**config.mk**
```make
export PLATFORM = sky130hd
export DESIGN_NAME = data_mem_arbiter
export DESIGN_NICKNAME = d
export VERILOG_FILES = /design/src/rtl/data_mem_arbiter.sv
export SDC_FILE = /design/constraint.sdc
export NUM_CORES = 1
export LEC_CHECK = 0
export ABC_AREA = 0
export CAP_MARGIN = 25
export CORE_AREA = 2 2 115 117
export DETAILED_ROUTE_END_ITERATION = 12
export DIE_AREA = 0 0 117 119
export PLACE_DENSITY_LB_ADDON = 0.15
export SYNTH_ARGS = -nofsm -noshare
export SYNTH_HDL_FRONTEND = slang
export SYNTH_SLANG_ARGS = --single-unit
```
**constraint.sdc**
```tcl
create_clock -name clk -period 2.1 [get_ports clk]
set_input_delay 0.315 -clock clk [delete_from_list [all_inputs] [get_ports clk]]
set_output_delay 0.315 -clock clk [all_outputs]
set_load 0.1 [all_outputs]
```
**src/rtl/data_mem_arbiter.sv**
```systemverilog
// data_mem_arbiter: shares the single-port data memory between the core
// (fixed priority) and the host port, with starvation-forced host cycles.
module data_mem_arbiter #(
  parameter int STARVE_LIMIT = 8,
  parameter int CNT_W        = 4
) (
  input  logic        clk,
  input  logic        rst,
  input  logic        core_ce_i,
  input  logic        core_we_i,
  input  logic [31:0] core_addr_i,
  input  logic [31:0] core_wdata_i,
  output logic [31:0] core_rdata_o,
  output logic        core_stall_o,
  input  logic        host_req_i,
  input  logic        host_we_i,
  input  logic [31:0] host_addr_i,
  input  logic [31:0] host_wdata_i,
  output logic        host_gnt_o,
  output logic        host_rvalid_o,
  output logic [31:0] host_rdata_o,
  output logic        mem_ce_o,
  output logic        mem_we_o,
  output logic [31:0] mem_addr_o,
  output logic [31:0] mem_wdata_o,
  input  logic [31:0] mem_rdata_i
);

  localparam logic [CNT_W-1:0] LIM = CNT_W'(STARVE_LIMIT);

  typedef enum logic {
    ST_NORMAL = 1'b0,
    ST_FORCE  = 1'b1
  } st_t;

  st_t              r_st;
  st_t              w_st_nxt;
  logic [CNT_W-1:0] r_cnt;
  logic [CNT_W-1:0] w_cnt_nxt;
  logic             r_rvalid;
  logic [31:0]      r_rdata;
  logic             w_core_sel;
  logic             w_host_sel;
  logic             w_host_rd;

  always_comb begin
    w_core_sel = 1'b0;
    w_host_sel = 1'b0;
    unique case (r_st)
      ST_FORCE: w_host_sel = host_req_i;
      default: begin
        w_core_sel = core_ce_i;
        w_host_sel = !core_ce_i && host_req_i;
      end
    endcase
  end

  // Enables are gated by reset so no write can land while rst is low.
  always_comb begin
    mem_ce_o    = 1'b0;
    mem_we_o    = 1'b0;
    mem_addr_o  = core_addr_i;
    mem_wdata_o = core_wdata_i;
    host_gnt_o  = 1'b0;
    unique case (1'b1)
      w_host_sel: begin
        mem_ce_o    = rst;
        mem_we_o    = rst && host_we_i;
        mem_addr_o  = host_addr_i;
        mem_wdata_o = host_wdata_i;
        host_gnt_o  = rst;
      end
      w_core_sel: begin
        mem_ce_o = rst;
        mem_we_o = rst && core_we_i;
      end
      default: ;
    endcase
  end

  assign core_rdata_o  = mem_rdata_i;
  assign core_stall_o  = (r_st == ST_FORCE);
  assign host_rvalid_o = r_rvalid;
  assign host_rdata_o  = r_rdata;
  assign w_host_rd     = host_gnt_o && !host_we_i;

  always_comb begin
    w_cnt_nxt = '0;
    w_st_nxt  = ST_NORMAL;
    if (r_st == ST_NORMAL) begin
      if (host_req_i && !host_gnt_o)
        w_cnt_nxt = (r_cnt == LIM) ? LIM : r_cnt + CNT_W'(1);
      if (w_cnt_nxt == LIM)
        w_st_nxt = ST_FORCE;
    end
  end

  always_ff @(posedge clk) begin
    if (!rst) begin
      r_st     <= ST_NORMAL;
      r_cnt    <= '0;
      r_rvalid <= 1'b0;
      r_rdata  <= '0;
    end else begin
      r_st     <= w_st_nxt;
      r_cnt    <= w_cnt_nxt;
      r_rvalid <= w_host_rd;
      if (w_host_rd)
        r_rdata <= mem_rdata_i;
    end
  end

endmodule

```
After elaboration in Yosys (flattened, before gate mapping) --
Cells that the tools add are included.
Storage, ports and cells: word-level logic and storage cells 29, register bits 38, output and inout port bits 133, input bits 166
Cells by class: $add $sub $neg 1, reductions and logical operators 10, eq/ne operators 2, bitwise gates (word level) 1, multiplexer cells 11
Operators by type and width (count):
- $mux 32 | 2
- $mux 4 | 3
- $eq 4x4->1 const B | 2
- $logic_and 1x1->1 | 5
- $mux 1 | 5
- $add 4x1->4 const B | 1
- $reduce_or 2->1 | 2
- $logic_not 1->1 | 3
- $pmux 1 s2 | 1
- $not 1->1 | 1

Depth between registers and ports, before layout --
Gate-level depths: netlist of the first run.
word-level depth 10, gate-level depth with buffers 5

Worst setup path before layout of the first run --
No wires, ideal clock.
kind register to output, start register r_st, in the netlist core_stall_o, end output mem_we_o, arrival time 3.444 ns, path buffers 0, stages on the path, launching flop included 4, path slack -1.659 ns, required time 1.785 ns, path through dfxtp_1 -> nand2b_1 -> nand3_1 -> a21boi_0
On the way: word-level cells in the longest chain between the ends 2
RTL lines:
- from (decl) | RTL line 36 | st_t r_st;
- from (signal assigned) | RTL line 105 | r_st <= w_st_nxt;
- $mux 1 | RTL line 49 | unique case (r_st)
- $pmux 1 s2 * | RTL line 65 | unique case (1'b1)
- to (decl) | RTL line 23 | output logic mem_we_o,
Mark *: on every way between the ends. The rest lies on a longest branch, timed or not.

Final worst setup path of the first run --
start register r_st, in the netlist core_stall_o, end output mem_addr_o[6]
On the way: word-level cells in the longest chain between the ends 2
RTL lines:
- $mux 1 | RTL line 49
- $mux 32 | RTL line 65
- to (decl) | RTL line 24 | output logic [31:0] mem_addr_o,
Every way passes these cells.

==> results of run 1 <==
## registers in the layout, summed over array words and instances, names as in the netlist
register	flops
core_stall_o	1
host_rdata_o	32
host_rvalid_o	1
r_cnt	4
## per-stage QoR
step	area [µm²]	hold WS (ns)	setup TNS [ns]	worst slack, ns	power (mW)
2_1_floorplan	2560	0.451	0	0.0443	2.18
3_3_place_gp	6500	0.443	-2.83	-0.0590	3.17
3_5_place_dp	6500	0.449	-4.82	-0.106	3.18
4_1_cts	6810	0.457	0	0.0383	4.00
5_1_grt	6830	0.471	0	0.0162	4.07
6_report	6830	0.455	0	0.0555	3.96
## cell usage after synthesis, drive strengths merged
master  number  area share, %
a21boi       1           0.30
a21oi        2           0.39
and3b        1           0.34
buf         42             12
clkbuf       3           0.44
dfxtp       38             30
ha           2           0.98
inv         35            5.2
mux2        64             28
mux2i       33             13
nand2       35            5.3
nand2b       1           0.25
nand3        3           0.59
nor2         4           0.59
nor2b        1           0.25
nor3         2           0.84
nor4         1           0.25
o21a         1           0.30
xnor2        1           0.34
xor2         1           0.34
## power breakdown
group / switching, mW / internal, mW / total (mW)
logic: 1.47 / 0.965 / 2.44
clock network: 0.290 / 0.470 / 0.759
registers: 0.0133 / 0.745 / 0.759
total: 1.78 / 2.18 / 3.96
## cells by family (layout without fill, tap and decap cells)
group                    Yosys count  in the layout
other                              0              2
adder cells (fa/ha/maj)            2              2
AND/OR/NAND/NOR                   48             48
AO/OA/AOI/OAI                      4              4
multiplexers                      97             97
XOR/XNOR                           2              2
buffers and inverters             80            360
flip-flops                        38             38
## worst max-delay path: stages (launching register included)
cell,delay (ns)
dfxtp_2,0.33
nand2b_4,0.15
nand2_4,0.10
buf_6,0.12
bufbuf_16,0.27
mux2_4,0.31
buf_12,0.17
## worst max-delay path by stage
stage,to,slack (ns),depth (start not counted)
final,mem_addr_o[6],0.06,6
after global routing,mem_wdata_o[17],0.02,6
after CTS,mem_addr_o[6],0.04,6
after detailed placement,host_rdata_o[8],-0.11,6
after global placement,host_rdata_o[24],-0.06,6
after floorplan,mem_ce_o,0.04,2
## cell usage in the layout, fill, tap and decap left out
cell,count
xor2_1,1
buf_4,44
mux2i_1,33
buf_12,105
nor2b_1,1
clkinv_2,1
clkinvlp_4,1
mux2_4,12
nand2_4,1
xnor2_1,1
clkdlybuf4s50_1,163
dfxtp_1,37
mux2_2,52
inv_1,35
buf_6,1
nor2_4,1
dlygate4sd2_1,2
nand2b_4,1
a21oi_1,2
and3b_1,1
nand2_1,34
a21boi_4,1
dfxtp_2,1
nor4_1,1
nand3_1,3
clkbuf_8,1
bufbuf_16,1
ha_1,2
o21a_1,1
buf_16,1
clkbuf_16,5
diode_2,2
nor3_1,1
nor3_4,1
nor2_1,3
## routing by layer
metal	routed length (µm)	share of wire, %	track usage [%]
met3	1600	12	8.19
met2	6760	50	33.0
met5	78	0.58	0
met4	289	2.1	4.56
met1	4770	35	19.1
## final cells by class
cell class | count | area (µm²)
tap | 176 | 220
multi-input combinational | 153 | 1410
clock buffer | 6 | 139
fill | 1146 | 6040
inverter | 35 | 131
timing repair buffer | 317 | 4150
antenna | 2 | 5.00
clock inverter | 2 | 12.5
sequential | 38 | 762
## repair_timing
item,4_1_cts,5_1_grt
resized for setup,18,0
pin swaps,1,0
endpoints found under the setup margin,64,1
cloned,2,0
buffers inserted,4,2
==> out/metrics.cfg, run 1 <==
[outcome]
outcome=finished, final reports clean

[min_path]
min_to=host_rdata_o[7]
hold_path.class=register to register
hold_start=host_rdata_o[7]
hold_depth=2

[setup_path]
crit_required_ns=1.78
cp_max_fo=7
crit_arrival_ns=1.73
r2r-end=host_rdata_o[23]
reg2reg_slack_ns=0.37
r2r-start=core_stall_o
end_kind=primary output
rr_worst_depth=6
worst-setup-path-type=register to primary output
critPathLaunchType=register
critical_path.startpoint=core_stall_o

[floorplanning]
core-area_um2=12900
rows=42
die_height_um=119
die-area_um2=13900
start_util_pct=19.8
io_pins=299
die_w_um=117

[clock_network]
cts_htree_levels=2
ctsHoldBuffers=0
cts_root_buffer=clkbuf_16
clkSinkCount=38
cts_tree=built
clk_path_buf_depth=2
clk_pin_slew_ns=0.05
numCtsBuffers=5
insertion_delay_ns=0.28

[synthesis]
synthCells=271
ys_warn_count=0
synth-compound-area-share_pct=0.984
yosysSeqAreaShare_pct=29.9
synth_top_family_by_area=multiplexers
synth_nets=439
synthMuxAreaShare_pct=41.3
avgSynthCellArea_um2=9.39
synth_xor_area_share_pct=0.689
synth.distinct_cells=24
synth-simple-area-share_pct=8.36
netlist_area_um2=2540
ys_ff_latch=38
synthAdderAreaFrac_pct=0.984

[finish]
syn_to_final_growth_pct=169
stdcell_count=729
utilization_pct=53.1
nets=718
drive_gt1_share_pct=41.7

[placement]
gp_congestion=0.771
io_buffers=298
dp_hpwl_um=11300
dp.cells=711

[sta]
timing.fmax_mhz=489
layout_min_cycle_time_ns=2.04
period_share_pct=97.4
clock-skew-final_ns=0.00370
maxSlewViolCount=0
setup_violations=0
rsz0062_at_grt=false
slew_headroom_pct=58.0
finalHoldViolCount=0
tightest_slew_ns=0.629

[grt]
track_usage_pct=18.3
grt_max_degree=36
grt_pass1_wl_um=18900
grt_pass1_vias=3089
grt_overflow=0
antenna_found_initial=8

[power_and_ir_drop]
irDropWorstVdd_uv=369
p_leak_nw=2.97
p_per_area_nw_per_um2=579

[route]
wl_um=13500
ant_nets=0
drt_iter0_markers=69
dr.pass1.iters=4
wl_per_cell_um=18.5
vias=2946
route.detailed.drc=0
viasPerCell=4.04

[run]
cap_violations=0

Note: power is estimated with default switching activity, not from simulation.
==> run 2: changes to the inputs <==
--- a/config.mk
+++ b/config.mk
@@ -10,6 +10,7 @@
 export CORE_AREA = 2 2 115 117
 export DETAILED_ROUTE_END_ITERATION = 12
 export DIE_AREA = 0 0 117 119
+export HOLD_SLACK_MARGIN = 0.12
 export PLACE_DENSITY_LB_ADDON = 0.15
 export SYNTH_ARGS = -nofsm -noshare
 export SYNTH_HDL_FRONTEND = slang
==> results of run 2 <==
Final layout, timing and power as in run 1 (identical DEF).
